--- src/rtl/neuro_timer_pkg.sv ---
// Shared types and helpers for the delay scheduler: FSM state encoding,
// default sizing, and the round-robin arbitration function.
package neuro_timer_pkg;

   localparam int N_REQ_DEF = 4;
   localparam int W_DEF     = 16;

   typedef enum logic [1:0] {
      ST_IDLE  = 2'd0,
      ST_LOAD  = 2'd1,
      ST_COUNT = 2'd2,
      ST_DONE  = 2'd3
   } state_e;

   // Returns the first set bit of req searching upward from last+1 with
   // wrap-around over n requesters (n <= 8). Returns last when req is empty.
   // The loop runs from the farthest candidate to the nearest so the nearest
   // match is the one that sticks.
   function automatic int rr_pick(input logic [7:0] req, input int n, input int last);
      int idx;
      rr_pick = last;
      for (int k = 8; k >= 1; k--) begin
         if (k <= n) begin
            idx = (last + k) % n;
            if (req[idx]) rr_pick = idx;
         end
      end
   endfunction

endpackage

--- src/rtl/mod_numCounter.sv ---
// Shared 16-bit-style down-counter. A load (which also serves as its reset)
// takes inVal; a decrement request is honoured only while the count is
// nonzero, so the value never wraps below zero.
module mod_numCounter #(
   parameter int W = 16
) (
   input  logic         clk_i,
   input  logic         load_i,
   input  logic         dec_i,
   input  logic [W-1:0] inVal,
   output logic [W-1:0] count_o,
   output logic         isZero
);

   logic [W-1:0] cnt_q;

   // Load has priority over decrement; decrement saturates at zero.
   always_ff @(posedge clk_i) begin
      if (load_i) begin
         cnt_q <= inVal;
      end else if (dec_i && (cnt_q != '0)) begin
         cnt_q <= cnt_q - 1'b1;
      end
   end

   assign count_o = cnt_q;
   assign isZero  = (cnt_q == '0);

endmodule

--- src/rtl/delay_scheduler.sv ---
// Time-shares one down-counter between N_REQ requesters. Each request is
// granted round-robin, the winner's delay is loaded and counted down on
// timebase ticks, then a one-cycle done pulse goes back to that requester.
//
// Handshake: req[i] is a level held high until the one-cycle ack[i] pulse;
// delay[i*W +: W] must be stable while req[i] is high. Dropping req[i] after
// ack has no effect on the delay already in flight. done[i] is a one-cycle
// pulse with no back-pressure. ack and done are one-hot and never coincide.
module delay_scheduler
   import neuro_timer_pkg::*;
#(
   parameter int N_REQ = N_REQ_DEF,
   parameter int W     = W_DEF,
   parameter int IDW   = $clog2(N_REQ)
) (
   input  logic               clk,
   input  logic               rst,
   input  logic               tick,
   input  logic [N_REQ-1:0]   req,
   input  logic [N_REQ*W-1:0] delay,
   input  logic               abort,
   output logic [N_REQ-1:0]   ack,
   output logic [N_REQ-1:0]   done,
   output logic               busy,
   output logic [IDW-1:0]     grant_id,
   output logic [W-1:0]       remaining,
   output state_e             state_o
);

   state_e           state_q, state_d;
   logic [W-1:0]     dly_q, dly_d;
   logic [IDW-1:0]   gid_q, gid_d;
   logic [IDW-1:0]   last_q, last_d;
   logic [IDW-1:0]   pick;
   logic [N_REQ-1:0] ack_q, ack_d;
   logic [N_REQ-1:0] done_q, done_d;
   logic             busy_q, busy_d;
   logic             cnt_load, cnt_dec, cnt_zero;
   logic [W-1:0]     cnt_in, cnt_val;

   assign pick = IDW'(rr_pick(8'(req), N_REQ, int'(last_q)));

   // Next-state and registered-output logic; every output is a flop loaded
   // from its _d value, so outputs change one edge after the decision.
   always_comb begin
      state_d = state_q;
      dly_d   = dly_q;
      gid_d   = gid_q;
      last_d  = last_q;
      ack_d   = '0;
      done_d  = '0;
      case (state_q)
         ST_IDLE: begin
            if (|req) begin
               dly_d       = delay[int'(pick)*W +: W];
               gid_d       = pick;
               ack_d[pick] = 1'b1;
               state_d     = ST_LOAD;
            end
         end
         ST_LOAD: begin
            if (abort) begin
               last_d  = gid_q;
               state_d = ST_IDLE;
            end else begin
               state_d = ST_COUNT;
            end
         end
         ST_COUNT: begin
            // abort outranks expiry: a cancelled delay never reports done
            if (abort) begin
               last_d  = gid_q;
               state_d = ST_IDLE;
            end else if (cnt_zero) begin
               done_d[gid_q] = 1'b1;
               state_d       = ST_DONE;
            end
         end
         ST_DONE: begin
            last_d  = gid_q;
            state_d = ST_IDLE;
         end
         default: state_d = ST_IDLE;
      endcase
      busy_d = (state_d != ST_IDLE);
   end

   // State and output registers with synchronous reset; last grant resets to
   // the top index so requester 0 wins the first arbitration.
   always_ff @(posedge clk) begin
      if (rst) begin
         state_q <= ST_IDLE;
         dly_q   <= '0;
         gid_q   <= '0;
         last_q  <= IDW'(N_REQ - 1);
         ack_q   <= '0;
         done_q  <= '0;
         busy_q  <= 1'b0;
      end else begin
         state_q <= state_d;
         dly_q   <= dly_d;
         gid_q   <= gid_d;
         last_q  <= last_d;
         ack_q   <= ack_d;
         done_q  <= done_d;
         busy_q  <= busy_d;
      end
   end

   // Reset reuses the counter's load path with a zero value.
   assign cnt_in   = rst ? '0 : dly_q;
   assign cnt_load = rst | (state_q == ST_LOAD);
   assign cnt_dec  = (state_q == ST_COUNT) & tick & ~cnt_zero;

   mod_numCounter #(.W(W)) u_counter (
      .clk_i  (clk),
      .load_i (cnt_load),
      .dec_i  (cnt_dec),
      .inVal  (cnt_in),
      .count_o(cnt_val),
      .isZero (cnt_zero)
   );

   assign ack       = ack_q;
   assign done      = done_q;
   assign busy      = busy_q;
   assign grant_id  = gid_q;
   assign remaining = cnt_val;
   assign state_o   = state_q;

endmodule

--- config.mk ---
export PLATFORM = sky130hd
export DESIGN_NAME = delay_scheduler
export DESIGN_NICKNAME = d
export VERILOG_FILES = /design/src/rtl/neuro_timer_pkg.sv /design/src/rtl/mod_numCounter.sv /design/src/rtl/delay_scheduler.sv
export SDC_FILE = /design/constraint.sdc
export NUM_CORES = 1
export LEC_CHECK = 0
export BUFFER_PORTS_ARGS = -buffer_cell sky130_fd_sc_hd__buf_2
export CORE_MARGIN = 10
export CORE_UTILIZATION = 37
export CTS_BUF_LIST = sky130_fd_sc_hd__clkbuf_8
export DETAILED_ROUTE_END_ITERATION = 16
export GPL_TIMING_DRIVEN = 0
export PLACE_DENSITY = 0.62
export SYNTH_ARGS = -nofsm -noshare
export SYNTH_HDL_FRONTEND = slang
export SYNTH_SLANG_ARGS = --single-unit
--- constraint.sdc ---
create_clock -name clk -period 4.7 [get_ports clk]
set_input_delay 0.235 -clock clk [delete_from_list [all_inputs] [get_ports clk]]
set_output_delay 0.235 -clock clk [all_outputs]
set_load 0.005 [all_outputs]
# Yosys cells after proc, flatten, opt, wreduce, memory -nomap -nowiden
# Index checks and enable logic that the tools add are counted.
[classes]
n_addsub = 5
magnitude_cmp = 8
n_eq_ne = 4
n_shift = 1
mux = 30
n_bitwise = 11
n_reduce_logical = 19
[op_table]
columns = ["operator", "count"]
rows = [
  ["variable part select 64 x 7 -> 16 bit", 1],
  ["2-to-1 mux 16 bit", 3],
  ["less-than comparator 3 x 5 -> 1 bit, second input constant", 4],
  ["2-to-1 mux 2 bit", 9],
  ["zero test 16 bit", 1],
  ["nonzero test 16 bit", 1],
  ["subtractor 16 x 1 -> 16 bit, second input constant", 1],
  ["binary-select mux 1 bit (select 3 bit)", 4],
  ["2-to-1 mux 1 bit", 10],
  ["OR reduction 2 bit", 5],
  ["case mux 2 bit (4 select lines)", 1],
  ["OR reduction 4 bit", 2],
  ["less-than comparator 2 x 3 -> 1 bit, second input constant", 2],
  ["nonzero test 2 bit", 3],
  ["adder 2 x 1 -> 2 bit, second input constant", 2],
  ["adder 2 bit, second input constant", 2],
  ["AND 1 bit, first input constant", 4],
  ["demux 1 bit (select 2 bit)", 2],
  ["== test 2 bit, second input constant", 2],
  [">= comparator 2 x 1 -> 1 bit, second input constant", 2],
  ["NOT 1 bit", 4],
  ["case mux 2 bit (2 select lines)", 1],
  ["AND reduction 2 bit", 2],
  ["logical AND 1 bit", 3],
  ["other kinds (6)", 7],
]
[totals]
reg_bits = 47
input_bits = 72
out_inout_bits = 29
elab_cells = 86

# Longest topological paths before layout
# Gate-level depths: netlist of run 1.
[depth]
word_depth = 14
depth_mapped = 7

# By module
# Synthesis of run 1 repeated with hierarchy kept, for this count alone.
[unflattened]
cells_unflattened = 380
area_unflattened_um2 = 3149.3
[modules_own_cells]
columns = ["module", "n_inst", "cells_per_inst", "area_per_inst_um2", "seq_area_each_um2"]
rows = [
  ["delay_scheduler", 1, 287, 2183.3, 620.6],
  ["mod_numCounter", 1, 93, 965.9, 480.5],
]

# Worst setup path before layout of run 1
# No wires, ideal clock.
[synth_timing]
path_kind = "register to register"
from = "register u_counter.cnt_q[10], in the netlist u_counter.count_o[10]"
to = "register u_counter.cnt_q[0], in the netlist u_counter.count_o[0] (enable)"
arrival_ns = 1.815
slack_ns = 2.595
path_stages_with_launch = 5
path_cell_list = "edfxtp_1 -> or4_4 -> nor3_4 -> nand3_2 -> a311o_2"
[synth_via]
elab_chain_len = 5
[synth_rtl]
columns = ["item", "line", "rtl"]
rows = [
  ["start, declared", "mod_numCounter.sv:15", "logic [W-1:0] cnt_q;"],
  ["start signal, assigned", "mod_numCounter.sv:20", "cnt_q <= inVal;"],
  ["start signal, assigned", "mod_numCounter.sv:22", "cnt_q <= cnt_q - 1'b1;"],
  ["zero test 16 bit", "mod_numCounter.sv:27", "assign isZero = (cnt_q == '0);"],
  ["NOT 1 bit (no source line)", "--", ""],
  ["AND 1 bit", "delay_scheduler.sv:113", "assign cnt_dec = (state_q == ST_COUNT) & tick & ~cnt_zero;"],
  ["logical AND 1 bit (*)", "mod_numCounter.sv:21", "end else if (dec_i && (cnt_q != '0)) begin"],
  ["nonzero test 2 bit (no source line) (*)", "--", ""],
]
# Mark *: on every way between the ends. The rest lies on a longest branch, timed or not.
# A chain may end at the register's enable or synchronous reset.

# Worst setup path after layout of run 1
# Same ends and word-level chain as after synthesis.

==> results of run 1 <==
layout make-up:
| type | instances | area, um2 |
|---|---|---|
| flip-flops and latches | 47 | 1100 |
| clock inverters | 1 | 6.26 |
| well taps | 102 | 128 |
| fillers | 811 | 4080 |
| repair buffers | 100 | 500 |
| inverters | 11 | 41.3 |
| plain buffers | 26 | 116 |
| clock buffers | 7 | 96.3 |
| multi-input cells | 246 | 1740 |
power by group:
group | internal [mW] | switching, mW | leakage, nW
Sequential | 0.484 | 0.0561 | 0.425
Clock | 0.134 | 0.134 | 0.0548
Combinational | 0.171 | 0.205 | 1.07
cells by family after synthesis:
| family | count (synthesis) |
|---|---|
| flip-flops | 47 |
| adder cells (fa/ha/maj) | 7 |
| AO/OA/AOI/OAI | 125 |
| buffers and inverters | 37 |
| AND/OR/NAND/NOR | 98 |
| multiplexers | 6 |
| XOR/XNOR | 10 |
flip-flops by register name, summed over array words and instances, names as in the netlist:
name and flops:
grant_id 2, u_counter.count_o 16, dly_q 16, state_o 2, done 4, ack 4
last_q 2, busy 1
metal layers:
metal  up-vias  global-route usage, %  share of wire, %
met2        87                   23.2                47
met5         -                      0                 0
met1      1309                   18.2                45
met4         0                   3.81              0.95
li1       1473                      -                 -
met3         6                   4.06               7.3
critical path, stage by stage, from the launching register on:
cell	delay (ps)
edfxtp_1	470
or4_4	570
nor3_4	210
nand3_2	160
a311o_2	610
worst min-delay path by stage:
stage          start          to  slack (ps)  cells after the start
2_1_floorplan    rst  state_o[1]         300                      1
3_3_place_gp     rst  state_o[1]         490                      2
3_5_place_dp     rst  state_o[1]         490                      2
4_1_cts          rst  state_o[1]         180                      2
5_1_grt          rst  state_o[1]         190                      2
6_report         rst  state_o[1]         190                      2
synth_stat cells (2+ instances only):
library cell | number | area share (%)
nand2b_1 | 8 | 1.7
o21a_1 | 2 | 0.50
nor4b_1 | 17 | 5.0
buf_1 | 2 | 0.25
edfxtp_1 | 16 | 16
a221oi_2 | 2 | 1.0
a211o_1 | 2 | 0.58
a22o_1 | 2 | 0.58
a21oi_1 | 14 | 2.3
nor3_1 | 4 | 0.67
o21ai_0 | 15 | 2.5
o31a_1 | 16 | 4.7
buf_2 | 12 | 2.0
a221oi_1 | 2 | 0.58
o21ai_1 | 7 | 1.2
nand2_1 | 8 | 1.0
o21bai_1 | 21 | 5.3
clkbuf_1 | 11 | 1.4
a22oi_1 | 16 | 4.0
nand3_1 | 4 | 0.67
nor2b_1 | 11 | 2.3
a31oi_1 | 18 | 3.8
and3b_1 | 2 | 0.58
a311oi_1 | 2 | 0.58
and3_1 | 2 | 0.42
nor2_1 | 23 | 2.9
inv_1 | 11 | 1.4
xor2_1 | 6 | 1.8
xnor2_1 | 4 | 1.2
nor4_1 | 5 | 1.0
dfxtp_1 | 31 | 21
ha_1 | 7 | 2.9
nand4_1 | 3 | 0.63
mux2i_1 | 6 | 2.0
==> impl_results.md, run 1 <==
- Final Core Density: 47.8%
- CTS Sinks: 47
- Hold Vio Cnt, Final: 0
- CTS root buf: clkbuf_8
- Die Ht: approximately 110 um
- Startpoint types: flip-flop
- Number of max-cap violations: 0
- Syn avg cell area: a little over 9 um2
- Adder-cell share of the synthesized area: 2.92%
- Main combinational cell family by area after synthesis: compound AO/OA/AOI/OAI gates
- Synth Area in Compound Gates: 29.7%
- Area Overhead vs Synth: 24.3%
- Synth Area in Simple Gates: about a fifth
- CTS tree: built
- Run status: completed
- Worst hold margin: between 150 and 200 ps
- Synth Cell Area: 3000 um2
- Core Region: 7810 um2
- Via-to-Cell Ratio: 5.32
- Die W: 110 um
- Routed Antenna Nets: 0
- Initial antenna violation count: 0
- Synthesized Nets: 409
- Required @ worst endpoint: between 4000 and 5000 ps
- Vias: 2,875
- Input/output buffers: 100
- Unrepaired setup endpoints after global routing: no
- Crit. Startpoint: u_counter.count_o[10]
- R2R cell count: 4
- Syn Inst Count: 330
- DR DRC count: 0
- Post-route minimum period: ~2300 ps
- Tcrit/Tclk final: 49.1%
- Fmax: 433 MHz
- FF-to-FF End: u_counter.count_o[0]
- Critical Path AT: 2310 ps
- Worst skew pair latency: about 300 ps
- Worst R2R Setup Slack: 2390 ps
- Drt first-iter violations: 166
- Avg WL per Cell: 16.6 um
- Yosys warns: 0
- Final #Nets: 516
- Largest net degree at the start of global routing: 17
- Htree depth: 2
- Overflow left after global routing: 0
- Slew Limit Headroom: roughly 53%
- Final max-slew violation count: 0
- Mux share of post-synthesis cell area: approximately 2%
- Worst Skew: 10.3 ps
- Worst-path fanout max: 16
- Ratio of cells with drive above 1 in the final layout: between 30% and 40%
- Routability Congestion: 0.902
- Final WL: 8950 um
- Worst min-delay path class: primary input to flip-flop
- Final instance area: 3730 um2
- Most common cell after layout, fill and taps aside: buf_2
- Synth Flop Type: dfxtp_1
- Unique masters post-synth: 52
- Synth Area in XOR/XNOR: 2.92%
- CTS buffer count: 5
- Setup crit end kind: flip-flop
- Pwr dens: roughly 320 nW/um2
- Sequential area share after synthesis: a little under two fifths
- Vias in the first global route: 2,923
- Pre-CTS WS: between 2000 and 2500 ps
- Die Footprint: 12,100 um2
- Synth Register Bits: 47
- Commonest cells after routing, fill and taps aside: buf_2, dfxtp_1, nor2_1
- Post-CTS sizing: 0
- Worst-path clk slew: roughly 90 ps
- Post-DP HPWL: 7330 um
- Worst R2R Start: u_counter.count_o[10]
- LEAKAGE: 1.55 nW
- Antenna diode count: 0
- Final WS setup: 2390 ps
- Std-Cell Rows: 32
- Worst Max-Slew Pin Slew: 702 ps
- Hold-fix buffers at CTS: 0
- Setup violations, final: 0
- Setup tns final: 0 ps
- Post-synth ARST share: 0%
- VDD IR-drop max: 0.173 mV
- First-pass GRT wire length: 14,100 um
- Post-CTS Setup Repair Bufs: 0
- Overall Global Routing Usage: 14.3%
- Post-DP Area: 3630 um2
- Max Root-Sink Buffers: 2
- Total power draw: ~1.2 mW
- Crit path kind: flip-flop to flip-flop
- Initial DRT Pass Iterations: 6
- Final non-filler cell total: 540
- Placed cells: 532
- Number of synthesized flops with an enable pin: 16
- CP endpoint: u_counter.count_o[0]
- # IOs: 101
- Starting Density: roughly two fifths
Note: power is estimated with default switching activity, not from simulation.
==> run 2, diff against run 1 <==
- ABC_AREA: unset -> 1
- PLACE_DENSITY: 0.62 -> 0.64
- clock period: 4.7 -> 1.9 ns (I/O delays scaled with it)
==> impl_results.md, run 2 <==
- Die Ht: 110 um
- Die Footprint: 12,000 um2
- Most common cell after layout, fill and taps aside: buf_2
- Fmax: approximately 540 MHz
- Worst path max stage delay: 340 ps
- Critical Path AT: 2060 ps
- CTS tree: built
- Post-synth ARST share: 0%
- FF-to-FF End: dly_q[9]
- Overflow left after global routing: 0
- Final max-slew violation count: 0
- Syn avg cell area: 7.08 um2
- Delay-heaviest family, CP: simple AND/OR/NAND/NOR gates
- Unrepaired setup endpoints after global routing: yes
- Post-route minimum period: 1860 ps
- Buf+Inv Stages, Crit Path: 5
- Yosys top cell by area: dfxtp_1
- Filler Cells Inserted: 783
- Max Root-Sink Buffers: 2
- Pwr dens: 960 nW/um2
- Run status: completed
- Antenna diode count: 0
- Routed Antenna Nets: 0
- Worst Skew: between 10 and 15 ps
- VDD IR-drop max: around 0.47 mV
- Pre-CTS WS: -417 ps
- Initial antenna violation count: 0
- Commonest cells after routing, fill and taps aside: buf_2, nand2_1, nand3_1
- Worst min-delay path class: primary input to flip-flop
- Startpoint types: flip-flop
- Largest net degree at the start of global routing: 17
- Number of max-cap violations: 0
- Via-to-Cell Ratio: 5.05
- WHS Path Cells: 3
- Synthesized Nets: 500
- CTS root buf: clkbuf_8
- Tcrit/Tclk final: 97.7%
- First-pass GRT wire length: 14,900 um
- Total power draw: 4.02 mW
- Core Region: about 7800 um2
- CTS buffer count: 5
- Synth top area share: a little over a fifth
- Starting Density: 38.4%
- Worst Max-Slew Pin Slew: 476 ps
- Synth Flop Type: dfxtp_1
- Sequential area share after synthesis: 36.9%
- Worst hold start: rst
- Final #Nets: between 600 and 700
- Avg WL per Cell: 15.0 um
- Yosys warns: 0
- Final WL: between 9000 and 10,000 um
- Worst-path clk slew: 100 ps
- Critical-path cell list: buf_6, clkinv_8, nand2_4, nand2_4, nand2_4, nand2_4, nor2_4, nand2_2, nand2_4, inv_8, buf_8, buf_6, nand4_1, nand3_1, nor2_1, nor2_1
- Final WS setup: about 43 ps
- Hold endpoint: last_q[1]
- Top cells by count, synth: nand2_1, nand3_1, nor2_1
- Syn Inst Count: 421
- Area Overhead vs Synth: 40.4%
- Final instance area: 4190 um2
- Slew Limit Headroom: 68.2%
- Synth area leaders: dfxtp_1, edfxtp_1, nand2_1
- Most frequent CP cell: nand2_4
- Final Core Density: 53.9%
- Drt first-iter violations: 204
- Required @ worst endpoint: 2100 ps
- Setup tns final: 0 ps
- Slowest-stage cell, CP: dfxtp_2
- Post-DP HPWL: 7470 um
- Worst-path fanout max: 8
- Worst R2R Setup Slack: 40 ps
- Crit path kind: flip-flop to flip-flop
- CTS Sinks: 47
- Post-DP Area: about 3600 um2
- Setup violations, final: 0
- Hold-fix buffers at CTS: 0
- Vias in the first global route: about 3,200
- Worst R2R Start: last_q[0]
- # IOs: 101
- Input/output buffers: 100
- Routability Congestion: between 0.9 and 1
- Synth Register Bits: between 40 and 50
- Ratio of cells with drive above 1 in the final layout: 37.7%
- Setup crit end kind: flip-flop
- DR DRC count: 0
- Most frequent cell after synthesis: nand2_1
- Hold Vio Cnt, Final: 0
- Synth Cell Area: 2980 um2
- Worst skew pair latency: 310 ps
- Number of synthesized flops with an enable pin: 16
- Vias: 3,277
- Std-Cell Rows: 32
- Overall Global Routing Usage: 15.1%
- Die W: ~110 um
- LEAKAGE: 2.08 nW
- Unique masters post-synth: 36
- Htree depth: 2
- R2R cell count: 16
- Initial DRT Pass Iterations: 4
-- run 2: cell types whose count changed after synthesis, moves of 17 or more --
cell / change
o21bai_1: -21
nand2_1: +80
nand3_1: +52
inv_1: +24
nand4_1: +23
a31oi_1: -17
nor2_1: +32
nor4b_1: -17
-- run 2: per-layer routing --
layer | global-route usage [%] | vias to the layer above | wire (um)
met5 | 0 | - | 0
met4 | 3.35 | 0 | 120
met3 | 3.92 | 10 | 724
met2 | 24.6 | 106 | 4590
met1 | 19.7 | 1506 | 4320
li1 | - | 1655 | -
-- run 2: repair_timing --
action / 4_1_cts / 5_1_grt
gates cloned: 0 / 1
endpoints found under the setup margin: 25 / 41
gates resized for setup: 3 / 89
pin swaps: 0 / 32
buffers inserted: 0 / 17
-- run 2: tightest hold or removal path, stage by stage --
cell and delay (ps):
buf_2 160, a21oi_1 50, o21ai_0 60
-- run 2: per-stage QoR --
| step | instances | hold WS, ps |
|---|---|---|
| 2_1_floorplan | 421 | 195 |
| 3_3_place_gp | 623 | 374 |
| 3_5_place_dp | 623 | 388 |
| 4_1_cts | 631 | 75.2 |
| 5_1_grt | 649 | 125 |
| 6_report | 649 | 85.4 |
-- run 2: how the worst max path moves through the flow --
stage,slack [ps],start,endpoint,depth (start not counted)
floorplan,120,state_o[1],u_counter.count_o[0],4
global placement,-400,state_o[1],u_counter.count_o[8],4
detailed placement,-420,state_o[1],u_counter.count_o[8],4
CTS,0.7,u_counter.count_o[5],u_counter.count_o[13],6
global route,-80,last_q[0],dly_q[7],16
finish,40,last_q[0],dly_q[9],16
-- run 2: power by group --
group	switching, mW	leakage [nW]	internal [mW]
Combinational	1.12	1.59	0.830
Sequential	0.113	0.426	1.21
Clock	0.349	0.0599	0.389
-- run 2: kinds of logic (layout without fill, tap and decap cells) --
| family | after synthesis | count (layout) | share of synthesized area (%) |
|---|---|---|---|
| AND/OR/NAND/NOR | 249 | 249 | 39.7 |
| buffers and inverters | 63 | 189 | 9.78 |
| AO/OA/AOI/OAI | 48 | 48 | 8.61 |
| flip-flops | 47 | 47 | 36.9 |
| adder cells (fa/ha/maj) | 7 | 7 | 2.94 |
| XOR/XNOR | 7 | 7 | 2.06 |
-- run 2: area by class of cell --
| class | count | area, um2 | area share [%] |
|---|---|---|---|
| multi-input combinational | 311 | 1820 | 43.4 |
| sequential | 47 | 1100 | 26.4 |
| timing repair buffer | 118 | 669 | 16.0 |
| buffer | 21 | 180 | 4.30 |
| inverter | 42 | 180 | 4.30 |
| tap | 102 | 128 | 3.05 |
| clock buffer | 5 | 68.8 | 1.64 |
| clock inverter | 3 | 40.0 | 0.957 |
